<file path="config.mk">
export PLATFORM = sky130hd
export DESIGN_NAME = led_pattern_engine
export DESIGN_NICKNAME = d
export VERILOG_FILES = /design/src/rtl/led_pattern_engine.sv
export SDC_FILE = /design/constraint.sdc
export NUM_CORES = 1
export LEC_CHECK = 0
export CORE_MARGIN = 2
export CORE_UTILIZATION = 30
export CTS_CLUSTER_DIAMETER = 60
export DETAILED_ROUTE_END_ITERATION = 8
export PLACE_DENSITY = 0.47
export SLEW_MARGIN = 20
export SYNTH_ARGS = -nofsm -noshare
export SYNTH_HDL_FRONTEND = slang
export SYNTH_SLANG_ARGS = --single-unit
</file>
<file path="constraint.sdc">
create_clock -name clk -period 4.5 [get_ports clk]
set_clock_uncertainty 0.2 [all_clocks]
set_input_delay 1.125 -clock clk [delete_from_list [all_inputs] [get_ports clk]]
set_output_delay 1.125 -clock clk [all_outputs]
set_load 0.02 [all_outputs]
</file>
<file path="src/rtl/led_pattern_engine.sv">
// LED pattern engine: run / fill-drain / auto-sequence / bounce patterns on an LED_W-bit register.
// Latency: a mode change loads its seed on that clock edge; a step updates Led on the qualified en edge.
// Backpressure: none; en is a step strobe and the divider holds while en is low. Bounce needs LED_BOUNCE_EN.
module led_pattern_engine #(
   parameter int LED_W    = 27,
   parameter int RUN_W    = 3,
   parameter int STEP_DIV = 1
) (
   input  logic             clk,
   input  logic             rst,
   input  logic [2:0]       mode,
   input  logic             en,
   input  logic             LR,
   output logic [LED_W-1:0] Led,
   output logic [1:0]       phase,
   output logic             wrap
);

   localparam int DIV_W = (STEP_DIV > 1) ? $clog2(STEP_DIV) : 1;
   localparam int LO_W  = LED_W / 2;

   localparam logic [DIV_W-1:0] DIV_LAST = DIV_W'(STEP_DIV - 1);

   localparam logic [LED_W-1:0] SEED_L = {{(LED_W-RUN_W){1'b0}}, {RUN_W{1'b1}}};
   localparam logic [LED_W-1:0] SEED_R = {{RUN_W{1'b1}}, {(LED_W-RUN_W){1'b0}}};
   localparam logic [LED_W-1:0] SEED_F = {1'b1, {(LED_W-2){1'b0}}, 1'b1};
   localparam logic [LED_W-1:0] ALL1   = {LED_W{1'b1}};

   localparam logic [2:0] MODE_OFF    = 3'b000;
   localparam logic [2:0] MODE_RUN    = 3'b001;
   localparam logic [2:0] MODE_FILL   = 3'b010;
   localparam logic [2:0] MODE_AUTO   = 3'b011;
`ifdef LED_BOUNCE_EN
   localparam logic [2:0] MODE_BOUNCE = 3'b100;
`endif

   typedef enum logic [1:0] {
      PH_RUN_L = 2'b00,
      PH_RUN_R = 2'b01,
      PH_FILL  = 2'b10,
      PH_DRAIN = 2'b11
   } phase_e;

   logic [LED_W-1:0] led_q, led_d;
   phase_e           phase_q, phase_d;
   logic             wrap_q, wrap_d;
   logic [DIV_W-1:0] div_q, div_d;
   logic [2:0]       prev_mode_q;
`ifdef LED_BOUNCE_EN
   logic             dir_q, dir_d;   // 0 = moving left, 1 = moving right
`endif

   logic             step;
   logic [LED_W-1:0] run_l_sh, run_r_sh, fill_sh, drain_sh;

   // Candidate next patterns for each step flavour.
   always_comb begin
      run_l_sh = led_q << RUN_W;
      run_r_sh = led_q >> RUN_W;
      // lower half grows upward from bit 0, upper half grows downward from the top bit
      fill_sh  = {1'b1, led_q[LED_W-1:LO_W+1], led_q[LO_W-2:0], 1'b1};
      drain_sh = led_q >> 1;
   end

   // Divider, seed load on mode change, and per-mode step / wrap decision.
   always_comb begin
      led_d   = led_q;
      phase_d = PH_RUN_L;
      wrap_d  = 1'b0;
      div_d   = div_q;
      step    = 1'b0;
`ifdef LED_BOUNCE_EN
      dir_d   = dir_q;
`endif
      if (mode != prev_mode_q) begin
         // mode-change cycle: seed only, never a step
         div_d = '0;
         case (mode)
            MODE_RUN:    led_d = LR ? SEED_R : SEED_L;
            MODE_FILL:   led_d = SEED_F;
            MODE_AUTO:   led_d = SEED_L;
`ifdef LED_BOUNCE_EN
            MODE_BOUNCE: begin
               led_d = LR ? SEED_R : SEED_L;
               dir_d = LR;
            end
`endif
            default:     led_d = '0;
         endcase
      end else begin
         if (en) begin
            if (div_q == DIV_LAST) begin
               step  = 1'b1;
               div_d = '0;
            end else begin
               div_d = div_q + 1'b1;
            end
         end
         case (mode)
            MODE_RUN: if (step) begin
               if (LR) begin
                  if (run_r_sh == '0) begin
                     led_d  = SEED_R;
                     wrap_d = 1'b1;
                  end else begin
                     led_d = run_r_sh;
                  end
               end else begin
                  if (run_l_sh == '0) begin
                     led_d  = SEED_L;
                     wrap_d = 1'b1;
                  end else begin
                     led_d = run_l_sh;
                  end
               end
            end
            MODE_FILL: if (step) begin
               if (LR)                 led_d = drain_sh;
               else if (led_q != ALL1) led_d = fill_sh;
            end
            MODE_AUTO: begin
               phase_d = phase_q;
               if (step) begin
                  unique case (phase_q)
                     PH_RUN_L: if (run_l_sh == '0) begin
                        phase_d = PH_RUN_R;
                        led_d   = SEED_R;
                        wrap_d  = 1'b1;
                     end else begin
                        led_d = run_l_sh;
                     end
                     PH_RUN_R: if (run_r_sh == '0) begin
                        phase_d = PH_FILL;
                        led_d   = SEED_F;
                        wrap_d  = 1'b1;
                     end else begin
                        led_d = run_r_sh;
                     end
                     PH_FILL: if (led_q == ALL1) begin
                        phase_d = PH_DRAIN;
                        wrap_d  = 1'b1;
                     end else begin
                        led_d = fill_sh;
                     end
                     PH_DRAIN: if (led_q == '0) begin
                        phase_d = PH_RUN_L;
                        led_d   = SEED_L;
                        wrap_d  = 1'b1;
                     end else begin
                        led_d = drain_sh;
                     end
                  endcase
               end
            end
`ifdef LED_BOUNCE_EN
            MODE_BOUNCE: if (step) begin
               if (!dir_q) begin
                  if (led_q[LED_W-1]) begin
                     dir_d  = 1'b1;
                     led_d  = led_q >> 1;
                     wrap_d = 1'b1;
                  end else begin
                     led_d = led_q << 1;
                  end
               end else begin
                  if (led_q[0]) begin
                     dir_d  = 1'b0;
                     led_d  = led_q << 1;
                     wrap_d = 1'b1;
                  end else begin
                     led_d = led_q >> 1;
                  end
               end
            end
`endif
            default: led_d = '0;
         endcase
      end
   end

   // State registers with synchronous reset that dominates everything.
   always_ff @(posedge clk) begin
      if (rst) begin
         led_q       <= '0;
         phase_q     <= PH_RUN_L;
         wrap_q      <= 1'b0;
         div_q       <= '0;
         prev_mode_q <= MODE_OFF;
`ifdef LED_BOUNCE_EN
         dir_q       <= 1'b0;
`endif
      end else begin
         led_q       <= led_d;
         phase_q     <= phase_d;
         wrap_q      <= wrap_d;
         div_q       <= div_d;
         prev_mode_q <= mode;
`ifdef LED_BOUNCE_EN
         dir_q       <= dir_d;
`endif
      end
   end

   assign Led   = led_q;
   assign phase = phase_q;
   assign wrap  = wrap_q;

endmodule
</file>
---- After elaboration in Yosys (flattened, before gate mapping) ----
Index checks and enable logic that the tools add are counted.
storage, ports and cells
  bits in registers ....................... 34
  input bits .............................. 7
  output and inout bits ................... 30
  logic and storage cells ................. 68
cells by class
  add/sub/neg operators ................... 1
  equal/unequal tests ..................... 18
  muxes and demuxes ....................... 35
  bitwise logic cells ..................... 1
  reduce and logical (&&, ||, !) cells .... 8
operators by type and width
  cell                  count
  $mux 27               13
  $pmux 27 s3           2
  $pmux 27 s4           1
  $logic_not 27->1      3
  $eq 27x27->1 const B  1
  $ne 27x27->1 const B  1
  $mux 26               1
  $mux 1                11
  $reduce_and 5->1      2
  $ne 3x3->1 const B    3
  $mux 2                4
  $ne 2x2->1 const B    4
  $ne 4x4->1 const B    2
  $pmux 2 s4            1
  $eq 3x2->1 const B    2
  $eq 2x2->1 const B    2
  $pmux 1 s4            1
  $eq 3x1->1 const B    1
  $ne 3x3->1            1
  $reduce_or 3->1       1
  $eq 2x1->1 const B    1
  $logic_not 2->1       1
  $pmux 1 s2            1
  $reduce_or 2->1       1
  other kinds (2)       2

---- Depth between registers and ports, before layout ----
Gate-level depths: netlist of the first run.
  depth after elaboration ................. 6
  gate-level depth with buffers ........... 9
  depth with buffers taken out ............ 8

---- Worst setup path before layout of the first run ----
No wires, ideal clock.
  path kind ............................... input to register
  start ................................... input mode[0]
  end ..................................... register led_q[5], in the netlist Led[5]
  library setup time ...................... 0.087 ns
  data arrival time ....................... 2.766 ns
  required time ........................... 4.213 ns
  slack ................................... 1.447 ns
  cell stages on the path ................. 9
  path buffers ............................ 3
  path through ............................ buf_2 -> or3b_1 -> buf_2 -> a2bb2oi_1 -> nand4b_1 -> a21oi_2 -> buf_2 -> a2bb2oi_1 -> o31ai_1
between the ends
  cells in the longest elaborated chain, start to end .. 3
  elaborated cells on any way between the ends .. 13
  those cells by class .................... eq/ne (9); mux (3); reduce/logical (1)
RTL lines
  what                                                          line  text
  start: declaration                                            11    input logic [2:0] mode,
  $ne 3x3->1, or another cell as far along                      75    if (mode != prev_mode_q) begin
  $ne 4x4->1 (no source line), or another cell as far along     -
  $reduce_and 5->1 (no source line) or $mux 27 (tied branches)  -
  end signal: assignment                                        193   led_q <= led_d;
  end: declaration                                              44    logic [LED_W-1:0] led_q, led_d;
Parallel ways exist; a longest one is shown, timed or not.
A chain may end at the register's enable or synchronous reset.

---- Worst setup path in the final report of the first run ----
  start ................................... input mode[1]
  end ..................................... register led_q[24], in the netlist Led[24]
The elaborated chain is that of the path after synthesis.

==> run_results.csv, run 1 <==
group,metric,value,unit
route,wl_met3,827,um
global_routing,gr-total-overflow,0,
setup_path,critPathLaunchType,"primary input",
cts,post_cts_buffers,0,
timing,worst_slew_pin_slew,0.864,ns
synthesis,synth_simple_gate_area_share,19.7,%
finish,diodes,0,
synthesis,ys_seq_elements,33,
timing,fin_crit_sh,78.8,%
min_path,hold_path_class,"reg2reg",
timing,setup_viol,0,
setup_path,cp_num_buf_inv,2,
placement,place_congestion,0.840,
placement,place_ws,0.706,ns
floorplan,die_width,107,um
setup_path,critPathTopFamily,"buffers and inverters",
global_routing,grt_usage,20.6,%
floorplan,rows,37,
synthesis,syn_nets,455,
synthesis,synth_cell_types,65,
cts,cts_tree,"done",
min_path,min_path_cells,2,
finish,area_growth,12.5,%
setup_path,crit_path_cell_trace,"clkdlybuf4s50_1 > or3b_1 > a2bb2oi_1 > nand4b_1 > a21oi_2 > buf_4 > a221oi_1 > o21ai_0",
timing,fmax,282,MHz
setup_path,worstPathArrival,3.56,ns
timing,fin_setup_tns,0,ns
synthesis,ys.flop_type,"dfxtp_1",
flow_run,maxCapViolCount,0,
synthesis,synth-seq-area-share,20.8,%
synthesis,async_flop_share,0,%
setup_path,rrSetupSlack,1.52,ns
finish,fin_cells,574,
synthesis,synth-xor-area-share,0.827,%
power,powerDensity,173,nW/um^2
synthesis,synth_compound_area_share,42.0,%
cts,cts_resized,0,
cts,cts_buffer_depth,2,
setup_path,crit_fanout,22,
synthesis,synthCells,443,
route,routed-via-count,3479,
synthesis,synth_top_family_by_area,"compound AO/OA/AOI/OAI gates",
min_path,min_from,"phase[1]",
finish,drive_above_1_share,7.31,%
global_routing,grt_pass1_wl,18.7,mm
global_routing,grt_max_degree,42,
setup_path,rr_endpoint,"Led[18]",
global_routing,grt_pass1_vias,3433,
route,route.detailed.drc,0,
placement,dp_cells,568,
setup_path,regToRegStartpoint,"Led[7]",
setup_path,cpMaxStageDelayCell,"clkdlybuf4s50_1",
timing,min_period,3.55,ns
global_routing,antenna_found_initial,0,
finish,final_util,34.6,%
placement,placed_area,3500,um^2
setup_path,cp_slowest_stage_delay,0.72,ns
synthesis,syn_avg_cell_area,7.17,um^2
floorplan,die_y,107,um
finish,finalInstanceArea,3570,um^2
cts,clk_latency,0.30,ns
floorplan,dieArea,11400,um^2
route,drt_wl_total,11.6,mm
floorplan,start_util,30.8,%
finish,fin_nets,451,
timing,slew_viol_final,0,
floorplan,num_io_pins,37,
power,power,0.620,mW
route,wl_met1,5.48,mm
min_path,holdPathEnd,"phase[1]",
setup_path,critPathKind,"in2reg",
placement,port-buffer-count,36,
setup_path,worst_r2r_path_depth,7,
cts,numCtsBuffers,5,
setup_path,path_depth,8,
power,leakage,1.09,nW
cts,cts_root_buf,"clkbuf_8",
timing,hold_viol,0,
route,ant_nets,0,
timing,grt_setup_unrepaired,"no",
setup_path,required,4.52,ns
timing,finalWorstSetupSlack,0.953,ns
route,drtIter0Drc,371,
power,vdd_drop_max,0.0851,mV
route,vias_per_cell,6.06,
cts,postCtsHoldBufs,0,
cts,ctsHtreeMaxLevel,2,
synthesis,muxShareOfSynthArea,3.47,%
route,firstDrtPassIters,5,
synthesis,synthAdderAreaFrac,1.97,%
timing,whs,0.332,ns
floorplan,coreArea,10300,um^2
setup_path,end_kind,"flop",
cts,path_clk_slew,0.07,ns
placement,hpwlAfterDp,7.49,mm
synthesis,syn-cell-area,3180,um^2
synthesis,synth_edf_count,0,
route,wl_met2,5.19,mm
route,top_layer,"met4",
timing,slew_headroom,42.4,%
cts,cts_sinks,33,
status,status,"completed",
route,wire_per_inst,20.3,um
synthesis,yosysWarningCount,0,
[worst min-delay path, delay by kind of cell (launching register included)]
family | cells | cell delay (ns)
AND/OR/NAND/NOR | 1 | 0.07
flip-flops | 1 | 0.36
multiplexers | 1 | 0.06
[layout make-up]
cell class              instances  area (um^2)
fillers                      1095         6750
multi-input cells             334         2160
flip-flops and latches         33          661
repair buffers                 48          445
well taps                     136          170
clock buffers                   5         68.8
inverters                      17         63.8
clock inverters                 1         5.00
[cell usage in the layout (no fill, tap or decap), types with 3 or more instances in the layout]
cell / count
a211oi_1: 3
a21oi_1: 50
a221o_1: 4
a221oi_1: 4
a22o_1: 13
a22oi_1: 11
a2bb2oi_1: 10
a31oi_1: 12
buf_4: 12
clkbuf_8: 5
clkdlybuf4s50_1: 35
dfxtp_1: 33
ha_1: 5
inv_1: 17
mux2i_1: 11
nand2_1: 32
nand3_1: 8
nand4_1: 7
nor2_1: 21
nor2b_1: 13
nor3_1: 7
nor3_2: 3
nor4_1: 3
o21a_1: 3
o21ai_0: 40
o22ai_1: 17
o31ai_1: 12
xor2_1: 3
[how the worst max path moves through the flow]
stage | from | end
finish | mode[1] | Led[24]
global route | mode[1] | Led[24]
CTS | mode[1] | Led[24]
detailed placement | mode[1] | Led[24]
global placement | mode[1] | Led[24]
floorplan | mode[0] | Led[5]
[metal layers]
metal / track usage [%] / vias to the layer above
li1: - / 1658
met1: 28.6 / 1646
met2: 33.0 / 158
met3: 3.65 / 17
met4: 4.82 / 0
met5: 0 / -
[sequential cells by signal, summed over array words and instances (netlist names)]
| register | cells |
|---|---|
| Led | 27 |
| prev_mode_q | 3 |
| phase | 2 |
| wrap | 1 |
[power breakdown]
part	internal, mW	total, mW	switching, mW
Sequential	0.296	0.304	0.00847
Clock	0.102	0.220	0.118
Combinational	0.0347	0.0956	0.0609
[kinds of logic after synthesis]
kind of cell	Yosys count
adders and majority gates	5
AOI/OAI and AO/OA	201
and+or+nand+nor	114
DFF	33
buffers and inverters	76
xor gates and xnor gates	3
muxes	11
[cell usage after synthesis, types with 5 or more instances]
cell	instances	share of area [%]
dfxtp_1	33	21
clkbuf_1	29	3.4
nor2_1	21	2.5
nand4_1	7	1.4
a31oi_1	12	2.4
mux2i_1	11	3.5
o22ai_1	17	3.3
nor2b_1	13	2.6
a22o_1	13	3.6
buf_2	16	2.5
ha_1	5	2.0
a21oi_1	50	7.9
nand3_1	8	1.3
a2bb2oi_1	10	2.8
a22oi_1	11	2.6
o21ai_0	40	6.3
o31ai_1	12	2.8
nor3_1	7	1.1
inv_1	17	2.0
nand2_1	32	3.8
Note: power is estimated with default switching activity, not from simulation.
==> run 2: changes to the inputs <==
Clock period 4.5 ns to 3.5 ns, I/O delays scaled along.
==> run_results.csv, run 2 (synthesized netlist as in run 1, its figures left out) <==
group,metric,value,unit
global_routing,grt_usage,21.6,%
cts,post_cts_buffers,0,
floorplan,die_y,107,um
finish,drive_above_1_share,12.7,%
setup_path,worst_r2r_path_depth,7,
cts,cts_root_buf,"clkbuf_8",
status,status,"completed",
finish,fin_nets,476,
cts,numCtsBuffers,5,
route,routed-via-count,3671,
setup_path,cpMaxStageDelayCell,"clkdlybuf4s50_1",
setup_path,crit_path_cell_trace,"clkdlybuf4s50_1 > or3b_1 > a2bb2oi_1 > nand4b_1 > a21oi_2 > buf_4 > a221oi_1 > o21ai_0",
global_routing,gr-total-overflow,0,
timing,setup_viol,0,
setup_path,worstPathArrival,3.14,ns
timing,worst_slew_pin_slew,0.820,ns
route,vias_per_cell,6.11,
setup_path,rrSetupSlack,0.62,ns
placement,dp_cells,593,
timing,whs,0.330,ns
setup_path,crit_fanout,22,
finish,mostFrequentLayoutCells,"50 x a21oi_1, 40 x o21ai_0, 37 x buf_4, 35 x clkdlybuf4s50_1, 33 x dfxtp_1",
timing,hold_viol,0,
setup_path,rr_endpoint,"Led[24]",
setup_path,critPathLaunchType,"primary input",
timing,finalWorstSetupSlack,0.385,ns
timing,slew_headroom,45.4,%
finish,fin_cells,601,
timing,fmax,321,MHz
power,vdd_drop_max,0.120,mV
placement,port-buffer-count,36,
global_routing,grt_pass1_wl,19.5,mm
flow_run,maxCapViolCount,0,
route,wire_per_inst,20.2,um
cts,postCtsHoldBufs,0,
global_routing,antenna_found_initial,0,
cts,clk_latency,0.30,ns
finish,final_common_cell,"a21oi_1",
timing,fin_setup_tns,0,ns
setup_path,regToRegStartpoint,"Led[21]",
setup_path,required,3.53,ns
min_path,hold_path_class,"reg2reg",
setup_path,endpoint,"Led[24]",
route,ant_nets,0,
placement,place_congestion,0.916,
cts,cts_tree,"done",
floorplan,coreArea,10300,um^2
floorplan,die_width,107,um
global_routing,grt_max_degree,40,
floorplan,dieArea,11400,um^2
setup_path,critPathKind,"in2reg",
cts,cts_buffer_depth,2,
finish,finalInstanceArea,3780,um^2
min_path,min_from,"phase[1]",
finish,diodes,0,
cts,ctsHtreeMaxLevel,2,
placement,placed_area,3690,um^2
power,leakage,1.23,nW
timing,fin_crit_sh,89.0,%
cts,path_clk_slew,0.08,ns
timing,slew_viol_final,0,
timing,min_period,3.11,ns
setup_path,end_kind,"flop",
route,route.detailed.drc,0,
floorplan,rows,37,
setup_path,critPathTopFamily,"buffers and inverters",
cts,cts_resized,0,
cts,cts_sinks,33,
route,drtIter0Drc,351,
timing,grt_setup_unrepaired,"no",
setup_path,cp_slowest_stage_delay,0.58,ns
route,drt_wl_total,12.2,mm
floorplan,num_io_pins,37,
setup_path,cp_num_buf_inv,2,
finish,area_growth,18.9,%
placement,hpwlAfterDp,8.39,mm
route,firstDrtPassIters,5,
floorplan,start_util,30.8,%
setup_path,path_depth,8,
finish,largest_reg_flops,27,
global_routing,grt_pass1_vias,3555,
placement,place_ws,0.143,ns
setup_path,startpoint,"mode[1]",
finish,nFillCells,1122,
power,powerDensity,219,nW/um^2
## run 2: stage by stage
| step | util [%] | power (mW) |
|---|---|---|
| floorplan | - | 0.479 |
| global placement | 35.8 | 0.529 |
| detailed placement | 35.8 | 0.527 |
| CTS | 36.6 | 0.829 |
| global route | 36.6 | 0.860 |
| finish | 36.6 | 0.826 |
## run 2: how the worst min path moves through the flow
stage               slack (ns)       end  cells after the start
global route              0.38  phase[1]                      2
detailed placement        0.32  phase[1]                      2
finish                    0.33  phase[1]                      2
global placement          0.31  phase[1]                      2
floorplan                 0.37  phase[1]                      2
CTS                       0.33  phase[1]                      2
## run 2: worst min-delay path, cell delays in order (launching register included)
cell	delay [ns]
dfxtp_1	0.36
nand2_1	0.07
mux2i_1	0.06
## run 2: layout make-up
| class | instances | area, um^2 | share of cell area, % |
|---|---|---|---|
| inverter | 17 | 63.8 | 1.69 |
| timing repair buffer | 73 | 633 | 16.8 |
| tap | 136 | 170 | 4.51 |
| clock inverter | 2 | 10.0 | 0.265 |
| sequential | 33 | 661 | 17.5 |
| clock buffer | 6 | 72.6 | 1.92 |
| multi-input combinational | 334 | 2170 | 57.4 |
## run 2: where the power goes
group          internal (mW)  switching, mW
Combinational         0.0497         0.0840
Clock                  0.138          0.166
Sequential             0.380        0.00800
Total                  0.568          0.258
## run 2: routing by layer
layer | vias up | GRT usage, % | share of wire (%)
met5 | - | 0 | 0
li1 | 1717 | - | -
met4 | 0 | 6.68 | 1.5
met1 | 1780 | 29.7 | 46
met3 | 19 | 3.77 | 6.4
met2 | 155 | 34.4 | 46
==> run 3: changes to the inputs <==
==> constraint.sdc (replaced) <==
create_clock -name clk -period 3.5 [get_ports clk]
set_clock_uncertainty 0.2 [all_clocks]
set_input_delay 1.05 -clock clk [delete_from_list [all_inputs] [get_ports clk]]
set_output_delay 1.05 -clock clk [all_outputs]
set_load 0.02 [all_outputs]
==> run_results.csv, run 3 (synthesized netlist as in run 1, its figures left out) <==
group,metric,value,unit
timing,finalWorstSetupSlack,0.323,ns
setup_path,worstPathArrival,3.17,ns
global_routing,grt_pass1_wl,19.4,mm
finish,largest_reg_flops,27,
cts,cts_resized,0,
floorplan,start_util,30.8,%
power,power,0.838,mW
cts,ctsHtreeMaxLevel,2,
setup_path,regToRegStartpoint,"Led[11]",
power,clkPwrFrac,37.7,%
min_path,hold_path_class,"reg2reg",
setup_path,rrSetupSlack,0.38,ns
floorplan,dieArea,11400,um^2
setup_path,critPathKind,"in2reg",
power,power.internal,0.587,mW
route,drtIter0Drc,206,
global_routing,antenna_found_initial,0,
placement,place_congestion,0.890,
timing,fmax,315,MHz
floorplan,num_io_pins,37,
floorplan,rows,37,
route,route.detailed.drc,0,
setup_path,end_kind,"flop",
route,ant_nets,0,
finish,diodes,0,
route,drt_wl_total,12.1,mm
cts,cts_tree,"done",
finish,final_common_cell,"a21oi_1",
timing,hold_viol,0,
floorplan,coreArea,10300,um^2
setup_path,required,3.49,ns
finish,drive_above_1_share,12.5,%
cts,postCtsHoldBufs,0,
setup_path,crit_fanout,9,
setup_path,rr_endpoint,"Led[25]",
finish,area_growth,19.3,%
finish,fin_nets,475,
timing,fin_setup_tns,0,ns
route,wire_per_inst,20.2,um
global_routing,gr-total-overflow,0,
power,combPwrFrac,15.7,%
route,vias_per_cell,6.00,
cts,numCtsBuffers,5,
setup_path,cp_slowest_stage_delay,0.45,ns
power,leakage,1.22,nW
placement,hpwlAfterDp,8.18,mm
status,status,"completed",
timing,worst_slew_pin_slew,0.925,ns
setup_path,startpoint,"mode[1]",
route,routed-via-count,3596,
placement,place_ws,0.0421,ns
flow_run,maxCapViolCount,0,
power,seq_power_share,46.6,%
timing,min_period,3.18,ns
timing,setup_viol,0,
route,firstDrtPassIters,5,
cts,cts_buffer_depth,2,
power,powerDensity,221,nW/um^2
setup_path,crit_path_cell_trace,"clkdlybuf4s50_1 > buf_4 > xor2_1 > o22ai_1 > and2_1 > o2111a_1 > nand2_1 > o31ai_1",
timing,fin_crit_sh,90.8,%
cts,cts_root_buf,"clkbuf_8",
placement,port-buffer-count,36,
setup_path,worst_r2r_path_depth,6,
power,power_switching,0.251,mW
global_routing,grt_max_degree,37,
setup_path,cpMaxStageDelayCell,"clkdlybuf4s50_1",
setup_path,critPathLaunchType,"primary input",
timing,slew_headroom,38.1,%
power,switching_share,30.0,%
timing,slew_viol_final,0,
global_routing,grt_usage,21.3,%
global_routing,grt_pass1_vias,3446,
finish,mostFrequentLayoutCells,"50 x a21oi_1, 40 x o21ai_0, 35 x clkdlybuf4s50_1, 35 x buf_4, 33 x dfxtp_1",
cts,cts_sinks,33,
floorplan,die_y,107,um
power,vdd_drop_max,0.116,mV
finish,nFillCells,1087,
cts,clk_latency,0.29,ns
setup_path,endpoint,"Led[5]",
timing,grt_setup_unrepaired,"no",
floorplan,die_width,107,um
cts,post_cts_buffers,0,
cts,path_clk_slew,0.08,ns
-- run 3: cell count changes in the layout (fill, tap and decap cells not counted) --
cell	delta
clkinv_2	-2
buf_4	-2
clkbuf_1	-1
clkbuf_8	+1
buf_12	+1
clkinvlp_4	+1
-- run 3: per-layer routing --
metal / track usage, % / vias to the layer above / part of all wire [%]
met5: 0 / - / 0
met4: 6.96 / 0 / 1.9
met3: 2.55 / 17 / 5.3
met2: 33.0 / 136 / 46
met1: 30.6 / 1741 / 47
li1: - / 1702 / -
-- run 3: how the worst min path moves through the flow --
stage | startpoint | end | cells after the start
floorplan | phase[1] | phase[1] | 2
global placement | phase[1] | phase[1] | 2
detailed placement | phase[1] | phase[1] | 2
CTS | phase[1] | phase[1] | 2
global route | phase[1] | phase[1] | 2
finish | phase[1] | phase[1] | 2
-- run 3: cell type report --
cell class / count / area, um^2 / area share, %
multi-input cells: 334 / 2170 / 57.2
flip-flops and latches: 33 / 661 / 17.4
repair buffers: 72 / 638 / 16.8
well taps: 136 / 170 / 4.49
clock buffers: 6 / 82.6 / 2.18
inverters: 17 / 63.8 / 1.68
clock inverters: 1 / 7.51 / 0.198
-- run 3: stage by stage --
| stage | std cells | instance area [um^2] | utilization [%] | hold slack (ns) |
|---|---|---|---|---|
| 2_1_floorplan | 443 | 3180 | - | 0.369 |
| 3_3_place_gp | 592 | 3700 | 35.8 | 0.308 |
| 3_5_place_dp | 592 | 3700 | 35.8 | 0.308 |
| 4_1_cts | 599 | 3790 | 36.7 | 0.330 |
| 5_1_grt | 599 | 3790 | 36.7 | 0.363 |
| 6_report | 599 | 3790 | 36.7 | 0.326 |
-- run 3: critical path: cells and delay by family --
kind | cells | cell delay [ns]
buffers and inverters | 2 | 0.63
AOI/OAI and AO/OA | 3 | 0.75
xor gates and xnor gates | 1 | 0.17
and+or+nand+nor | 2 | 0.56
-- run 3: power groups by stage --
stage / combinational, mW / sequential (mW) / clock, mW
after floorplan: 0.0828 / 0.396 / 0
after global placement: 0.130 / 0.399 / 0
after detailed placement: 0.129 / 0.399 / 0
after CTS: 0.130 / 0.391 / 0.322
after global routing: 0.140 / 0.392 / 0.336
final: 0.132 / 0.391 / 0.316
